[config.mk]
export PLATFORM = sky130hd
export DESIGN_NAME = elevator_scheduler
export DESIGN_NICKNAME = d
export VERILOG_FILES = /design/src/rtl/elevator_scheduler.sv
export SDC_FILE = /design/constraint.sdc
export NUM_CORES = 1
export LEC_CHECK = 0
export ABC_AREA = 1
export ABC_CLOCK_PERIOD_IN_PS = 2900
export CORE_MARGIN = 1.5
export CORE_UTILIZATION = 40
export DETAILED_ROUTE_END_ITERATION = 10
export GPL_ROUTABILITY_DRIVEN = 1
export HOLD_SLACK_MARGIN = 0.15
export PLACE_DENSITY = 0.68
export SLEW_MARGIN = 20
export SYNTH_ARGS = -nofsm -noshare
export SYNTH_HDL_FRONTEND = slang
export SYNTH_SLANG_ARGS = --single-unit
[constraint.sdc]
create_clock -name clk -period 2.9 [get_ports clk]
set_clock_uncertainty 0.1 [all_clocks]
set_input_delay 0.29 -clock clk [delete_from_list [all_inputs] [get_ports clk]]
set_output_delay 0.29 -clock clk [all_outputs]
set_load 0.005 [all_outputs]
[src/rtl/elevator_scheduler.sv]
// ============================================================================
// elevator_scheduler : single-car collective (SCAN) scheduler for floors 0..7
//                      with per-floor travel timing, door dwell and clear strobe
// Revision: 1.0
// ============================================================================
`default_nettype none

module elevator_scheduler #(
    parameter int unsigned FLOOR_TICKS = 4,
    parameter int unsigned DOOR_TICKS  = 3
) (
    input  logic       clk,
    input  logic       reset,
    input  logic [7:0] call_inside,
    input  logic [7:0] call_up,
    input  logic [7:0] call_down,
    output logic [2:0] floor,
    output logic       dir_up,
    output logic       moving,
    output logic       door_open,
    output logic       clr_valid,
    output logic [2:0] clr_floor
);

    localparam logic [7:0] C_FLOOR_LAST = 8'(FLOOR_TICKS - 1);
    localparam logic [7:0] C_DOOR_LAST  = 8'(DOOR_TICKS - 1);

    typedef enum logic [1:0] {
        S_IDLE      = 2'd0,
        S_MOVE_UP   = 2'd1,
        S_MOVE_DOWN = 2'd2,
        S_DOOR      = 2'd3
    } state_t;

    state_t     r_state;
    logic [2:0] r_floor;
    logic       r_dir_up;
    logic       r_moving;
    logic       r_door_open;
    logic       r_clr_valid;
    logic [2:0] r_clr_floor;
    logic [7:0] r_timer;
    logic       r_eval;
    logic [1:0] r_since;

    logic [7:0] w_pending;
    logic       w_above;
    logic       w_below;
    logic       w_here;
    logic       w_ahead;
    logic       w_hall;
    logic       w_stop;

    // Shifting by floor+1 / 8-floor drops the current floor; the extra bit makes floor 7 / floor 0 yield zero.
    assign w_pending = call_inside | call_up | call_down;
    assign w_above   = |(w_pending >> ({1'b0, r_floor} + 4'd1));
    assign w_below   = |(w_pending << (4'd8 - {1'b0, r_floor}));
    assign w_here    = w_pending[r_floor];
    assign w_ahead   = (r_state == S_MOVE_DOWN) ? w_below : w_above;
    assign w_hall    = (r_state == S_MOVE_DOWN) ? call_down[r_floor] : call_up[r_floor];
    assign w_stop    = call_inside[r_floor] | w_hall | (w_here & ~w_ahead);

    always_ff @(posedge clk or negedge reset) begin
        if (!reset) begin
            r_state     <= S_IDLE;
            r_floor     <= 3'd0;
            r_dir_up    <= 1'b1;
            r_moving    <= 1'b0;
            r_door_open <= 1'b0;
            r_clr_valid <= 1'b0;
            r_clr_floor <= 3'd0;
            r_timer     <= 8'd0;
            r_eval      <= 1'b0;
            r_since     <= 2'd3;
        end else begin
            r_clr_valid <= 1'b0;
            if (r_since != 2'd3) begin
                r_since <= r_since + 2'd1;
            end
            case (r_state)
                S_IDLE: begin
                    if (w_here) begin
                        r_state     <= S_DOOR;
                        r_door_open <= 1'b1;
                        r_clr_valid <= 1'b1;
                        r_clr_floor <= r_floor;
                        r_since     <= 2'd0;
                        r_timer     <= 8'd0;
                    end else if (w_above && (r_dir_up || !w_below)) begin
                        r_state  <= S_MOVE_UP;
                        r_dir_up <= 1'b1;
                        r_moving <= 1'b1;
                        r_timer  <= 8'd0;
                        r_eval   <= 1'b0;
                    end else if (w_below) begin
                        r_state  <= S_MOVE_DOWN;
                        r_dir_up <= 1'b0;
                        r_moving <= 1'b1;
                        r_timer  <= 8'd0;
                        r_eval   <= 1'b0;
                    end
                end
                S_MOVE_UP, S_MOVE_DOWN: begin
                    if (r_eval) begin
                        r_eval  <= 1'b0;
                        r_timer <= 8'd0;
                        if (w_stop) begin
                            r_state     <= S_DOOR;
                            r_moving    <= 1'b0;
                            r_door_open <= 1'b1;
                            r_clr_valid <= 1'b1;
                            r_clr_floor <= r_floor;
                            r_since     <= 2'd0;
                        end else if (!w_ahead) begin
                            r_state  <= S_IDLE;
                            r_moving <= 1'b0;
                        end
                    end else if (r_timer == C_FLOOR_LAST) begin
                        r_timer <= 8'd0;
                        r_eval  <= 1'b1;
                        r_floor <= (r_state == S_MOVE_UP) ? r_floor + 3'd1 : r_floor - 3'd1;
                    end else begin
                        r_timer <= r_timer + 8'd1;
                    end
                end
                S_DOOR: begin
                    // A request still present two cycles after the strobe is a fresh press at the open door.
                    if (w_here && r_since >= 2'd2) begin
                        r_clr_valid <= 1'b1;
                        r_clr_floor <= r_floor;
                        r_since     <= 2'd0;
                        r_timer     <= 8'd0;
                    end else if (r_timer == C_DOOR_LAST) begin
                        r_state     <= S_IDLE;
                        r_door_open <= 1'b0;
                        r_timer     <= 8'd0;
                    end else begin
                        r_timer <= r_timer + 8'd1;
                    end
                end
                default: begin
                    r_state <= S_IDLE;
                end
            endcase
        end
    end

    assign floor     = r_floor;
    assign dir_up    = r_dir_up;
    assign moving    = r_moving;
    assign door_open = r_door_open;
    assign clr_valid = r_clr_valid;
    assign clr_floor = r_clr_floor;

endmodule

`default_nettype wire

==> impl_results.md, run 1 <==
- Status: finished, final reports clean
- Most common cell after layout, fill and taps aside: nand2_1
- RSZ-0062 raised after global routing: false
- Required @ worst endpoint: 2.95 ns
- CP arrival: 2.41 ns
- Max clock buf depth: 2
- Mapped cell area: 0.00193 mm2
- Most frequent cells in the layout: nand2_1 (82), inv_1 (36), clkdlybuf4s50_1 (35)
- Vias in the first global route: 1,766
- Register area share after synthesis: 30.0%
- Synthesized Nets: 325
- Initial antenna violation count: 0
- CTS Hold Buffers Added: 0
- Clock sinks: 23
- Grt peak-use layer: met2
- Root Buffer: clkbuf_8
- Part of the cycle the worst path needs: 81.3%
- Routed len/inst: 11.4 um
- Reg2reg start: floor[1]$_DFFE_PN0P_
- DR vias: 1,891
- First DRT Iteration DRCs: 177
- Ports: 36
- Final wirelength: 4.34 mm
- Met3 GRT Util: 3.19%
- GP Congestion: 0.897
- Largest net degree at the start of global routing: 25
- Syn Area/Cell: 6.66 um2
- Min-delay worst type: input port to asynchronous set/reset pin
- Row count: 25
- CTS tree: done
- Final Setup Violations: 0
- Fmax: 424 MHz
- # fillers: 472
- Fin. Hold Viols: 0
- Fin util: 50.3%
- DR pass1 iterations: 4
- Grt met2 use: 29.4%
- Post-layout minimum cycle time: 2.36 ns
- Count of cell types in the netlist: 33
- Max-Cap Viols: 0
- Area growth syn-to-layout: 22.2%
- IO buf count: 35
- Leakage Power: 1.15 nW
- Antenna viol nets, final: 0
- Crit Path Max Fanout: 17
- Post-CTS Resized: 0
- Detailed Place HPWL: 3.51 mm
- Die Ht: 72.5 um
- Setup TNS: 0 ns
- #FFs+latches synth: 23
- First-pass GRT wire length: 7.60 mm
- Postcts setup bufs: 0
- CP startpoint kind: register
- CTS Buf Count: 3
- Peak VDD IR: 0.527 mV
- Critical path type: register to register
- Die width: 72.5 um
- Top post-synthesis cells by area: dfrtp_1 (26%), nand2_1 (16%), nand3_1 (7.5%)
- Synth Instances: 290
- Pwr dens: 928 mW/mm2
- GR Util met1: 25.4%
- DIE AREA: 0.00525 mm2
- GRT Util Overall: 17.8%
- Layout cells sized above 1: 7.69%
- Core Area: 0.00469 mm2
- Clock transition at path regs: 0.08 ns
- H-tree Lvls: 1
- Crit path capture: r_state[1]$_DFFE_PN0P_
- Vias/cell: 4.99
- Clock Latency Late Sink: 0.26 ns
- Worst r2r path cells: 16
- Area leader, netlist: dfrtp_1
- Max Slew Vio Count: 0
- Worst-Margin Slew: 0.546 ns
- Drt drc: 0
- Worst R2R Setup Slack: 0.54 ns
- Crit. End Element: register
- # diodes: 0
- Critical Path Start: floor[1]$_DFFE_PN0P_
- Nets: 361
- Initial Utilization: 41.1%
- Syn. warnings: 0
- Share of the synthesized area in the top cell type: 25.9%
- Worst reg2reg path endpoint: r_state[1]$_DFFE_PN0P_
- GR Overflow Total: 0
- Relative slew margins: 63.6%
routing by layer:
metal / up-vias / part of all wire [%]
met3: 4 / 5.3
met5: - / 0
met4: 0 / 0.51
li1: 1004 / -
met2: 46 / 46
met1: 837 / 48
power by group:
group          total, mW  switching, mW  leakage [nW]  internal [mW]
sequential         0.537         0.0929         0.294          0.445
clock              0.191         0.0957        0.0255         0.0956
combinational       1.46          0.903         0.831          0.559
total               2.19           1.09          1.15           1.10
synthesized netlist by cell type (all sizes together):
library cell  count
xnor2             2
a21oi             7
o21bai            1
buf               6
inv              42
ha                8
o21ai            30
a21boi            1
nand2            85
o21a              2
nor3              5
nand3            31
dfstp             3
dfrtp            20
xor2              8
fa                1
nor2             26
o22ai             1
nand4             8
o211ai            3
critical path, stage by stage, from the launching register on:
cell and delay (ns):
dfrtp_1 0.51, inv_1 0.15, ha_1 0.21, xnor2_1 0.17, nand2_1 0.08, a21oi_1 0.14, nand2_1 0.09, nand2_1 0.08
nand2_1 0.07, inv_2 0.06, nand2_2 0.16, nand2_1 0.13, inv_1 0.05, nand2_2 0.09, inv_2 0.04, nand2_1 0.05
nand2_1 0.05
sequential cells by signal, indices dropped and copies added (netlist names):
register / flops
clr_floor: 3
moving: 1
dir_up: 1
r_eval: 1
r_since: 2
r_state: 2
clr_valid: 1
r_timer: 8
floor: 3
door_open: 1
final cells by class:
type                            count  area, um2  area share (%)
Multi-Input combinational cell    219       1140            48.4
Tap cell                           54       67.6            2.86
Inverter                           42        160            6.79
Clock buffer                        3       41.3            1.75
Clock inverter                      1       5.00           0.212
Timing Repair Buffer               37        365            15.5
Sequential cell                    23        579            24.5
through the flow:
| stage | power (mW) | hold slack (ns) | instances | instance area [um2] | worst slack (ns) |
|---|---|---|---|---|---|
| floorplan | 1.61 | -0.106 | 290 | 1930 | 0.637 |
| global placement | 1.99 | 0.362 | 375 | 2310 | 0.503 |
| detailed placement | 2.00 | 0.364 | 375 | 2310 | 0.461 |
| CTS | 2.20 | 0.284 | 379 | 2360 | 0.548 |
| global route | 2.44 | 0.310 | 379 | 2360 | 0.300 |
| finish | 2.19 | 0.274 | 379 | 2360 | 0.542 |
worst min path at each step:
stage | end | slack [ns] | cells past startpoint
after floorplan | clr_floor[0]$_DFFE_PN0P_ | -0.11 | 0
after global placement | moving$_DFFE_PN0P_ | 0.36 | 2
after detailed placement | moving$_DFFE_PN0P_ | 0.36 | 2
after CTS | r_timer[5]$_DFFE_PN0P_ | 0.28 | 2
after global routing | clr_floor[0]$_DFFE_PN0P_ | 0.31 | 2
final | clr_floor[2]$_DFFE_PN0P_ | 0.27 | 2
cells by family (layout without fill, tap and decap cells):
group / after synthesis / after routing / synth area share [%]
fa+ha+maj: 9 / 9 / 6.22
compound gates: 45 / 45 / 12.8
xor+xnor: 10 / 10 / 4.54
simple gates: 155 / 155 / 35.5
flops: 23 / 23 / 30.0
buf+inv: 48 / 83 / 10.9
(Power assumes the default switching activity.)
==> run 2: changes to the inputs <==
--- a/config.mk
+++ b/config.mk
@@ -6,7 +6,7 @@
 export NUM_CORES = 1
 export LEC_CHECK = 0
 export ABC_AREA = 1
-export ABC_CLOCK_PERIOD_IN_PS = 2900
+export ABC_CLOCK_PERIOD_IN_PS = 2400
 export CORE_MARGIN = 1.5
 export CORE_UTILIZATION = 40
 export DETAILED_ROUTE_END_ITERATION = 10
==> constraint.sdc (replaced) <==
create_clock -name clk -period 2.4 [get_ports clk]
set_clock_uncertainty 0.1 [all_clocks]
set_input_delay 0.24 -clock clk [delete_from_list [all_inputs] [get_ports clk]]
set_output_delay 0.24 -clock clk [all_outputs]
set_load 0.005 [all_outputs]
==> run 2 against run 1 <==
Utilization increased by 0.80 points. Global-route usage increased by 1.2 points. Clock power increased by 26%. Die area unchanged. Final cell count increased by 1.3%. Highest routed layer unchanged. Clock-buffer cell count unchanged. Register-to-register slack got worse by 0.34 ns.
==> impl_results.md, run 2 (synthesis gave the netlist of run 1 again) <==
- RSZ-0062 raised after global routing: false
- GP Congestion: 0.906
- GR Overflow Total: 0
- Placed Cells incl. Taps: 380
- Footprint of the multi-input gates: 0.00114 mm2
- DR vias: 1,956
- Pwr dens: 1140 mW/mm2
- Leakage Power: 1.17 nW
- CTS Buf Count: 3
- H-tree Lvls: 1
- CP arrival: 2.25 ns
- Worst R2R Setup Slack: 0.20 ns
- Vias in the first global route: 1,835
- Final wirelength: 4.55 mm
- Antenna viol nets, final: 0
- Worst r2r path cells: 11
- Clock Latency Late Sink: 0.27 ns
- Worst reg2reg path endpoint: clr_floor[1]$_DFFE_PN0P_
- CTS Hold Buffers Added: 0
- Max-Cap Viols: 0
- Final Setup Violations: 0
- Post-layout minimum cycle time: 2.20 ns
- Vias/cell: 5.09
- Reg2reg start: r_state[0]$_DFFE_PN0P_
- Critical path type: register to register
- Place WS: 0.159 ns
- Routed len/inst: 11.9 um
- DR pass1 iterations: 4
- # fillers: 497
- CP bufs+invs: 3
- Root Buffer: clkbuf_8
- Layout cells sized above 1: 9.09%
- Worst path max stage delay: 0.42 ns
- Post-CTS Resized: 0
- CP startpoint kind: register
- Die width: 72.5 um
- Detailed Place HPWL: 3.60 mm
- GRT Util Overall: 19.1%
- DIE AREA: 0.00525 mm2
- Final hold slack: 0.222 ns
- Ports: 36
- Die Ht: 72.5 um
- Crit-path cells: inv_1 -> ha_1 -> inv_1 -> o211ai_1 -> nand2_1 -> o21ai_1 -> inv_2 -> nand3_2 -> nand3_2 -> nand2_1 -> o21ai_1
- Most common cell after layout, fill and taps aside: nand2_1
- Crit Path Max Fanout: 7
- # diodes: 0
- First-pass GRT wire length: 8.02 mm
- First DRT Iteration DRCs: 128
- Row count: 25
- Nets: 366
- Required @ worst endpoint: 2.45 ns
- Crit. End Element: register
- Max clock buf depth: 2
- Max Slew Vio Count: 0
- Fmax: 454 MHz
- Total power: 2.74 mW
- Initial Utilization: 41.1%
- Largest net degree at the start of global routing: 24
- Worst path top cell family by delay: simple AND/OR/NAND/NOR gates
- Fin. Hold Viols: 0
- Register name with the most flops: r_timer
- Worst-Margin Slew: 0.384 ns
- Critical-path top delay cell: dfrtp_1
- Postcts setup bufs: 0
- IO buf count: 35
- Most frequent cells in the layout: nand2_1 (82), inv_1 (36), clkdlybuf4s50_1 (35)
- Clock sinks: 23
- Reg area: 579 um2
- Min-delay worst type: input port to asynchronous set/reset pin
- Initial antenna violation count: 0
- Peak VDD IR: 0.578 mV
- Status: finished, final reports clean
- Clock transition at path regs: 0.08 ns
- Area growth syn-to-layout: 24.2%
- Setup TNS: 0 ns
- Non-filler instance count after layout: 384
- CTS tree: done
- Drt drc: 0
- Part of the cycle the worst path needs: 91.7%
- Max reg flops: 8
- Relative slew margins: 74.4%
- Setup slack of the critical path after layout: 0.198 ns
- Core Area: 0.00469 mm2
[run 2: worst max-delay path by stage]
stage / from / endpoint / slack (ns) / cells after the start
2_1_floorplan: floor[0]$_DFFE_PN0P_ / r_timer[6]$_DFFE_PN0P_ / 0.14 / 16
3_3_place_gp: call_up[3] / clr_floor[1]$_DFFE_PN0P_ / 0.19 / 13
3_5_place_dp: call_inside[0] / r_timer[0]$_DFFE_PN0P_ / 0.16 / 14
4_1_cts: r_state[0]$_DFFE_PN0P_ / clr_floor[1]$_DFFE_PN0P_ / 0.20 / 11
5_1_grt: r_state[0]$_DFFE_PN0P_ / clr_floor[0]$_DFFE_PN0P_ / 0.02 / 11
6_report: r_state[0]$_DFFE_PN0P_ / clr_floor[1]$_DFFE_PN0P_ / 0.20 / 11
[run 2: layout make-up]
class                   instances  share of cell area (%)
flip-flops and latches         23                    24.2
multi-input cells             219                    47.6
clock inverters                 1                   0.209
well taps                      54                    2.82
inverters                      42                    6.68
clock buffers                   3                    1.72
repair buffers                 42                    16.8
[run 2: through the flow]
step / utilization [%] / area [um2]
finish: 51.1 / 2400
floorplan: - / 1930
detailed placement: 50.1 / 2350
global placement: 50.1 / 2350
global route: 51.1 / 2400
CTS: 51.1 / 2400
[run 2: where the power goes]
group | switching (mW) | internal (mW)
clock | 0.125 | 0.116
combinational | 1.13 | 0.740
sequential | 0.0934 | 0.537
total | 1.35 | 1.39
[run 2: routing by layer]
metal  GRT usage, %  part of all wire, %  wire [um]  up-vias
met4           2.52                 0.18          8        0
met2           32.2                   47       2130       42
met5              0                    0          0        -
li1               -                    -          -     1016
met3           3.06                  4.7        212        2
met1           26.5                   48       2210      896
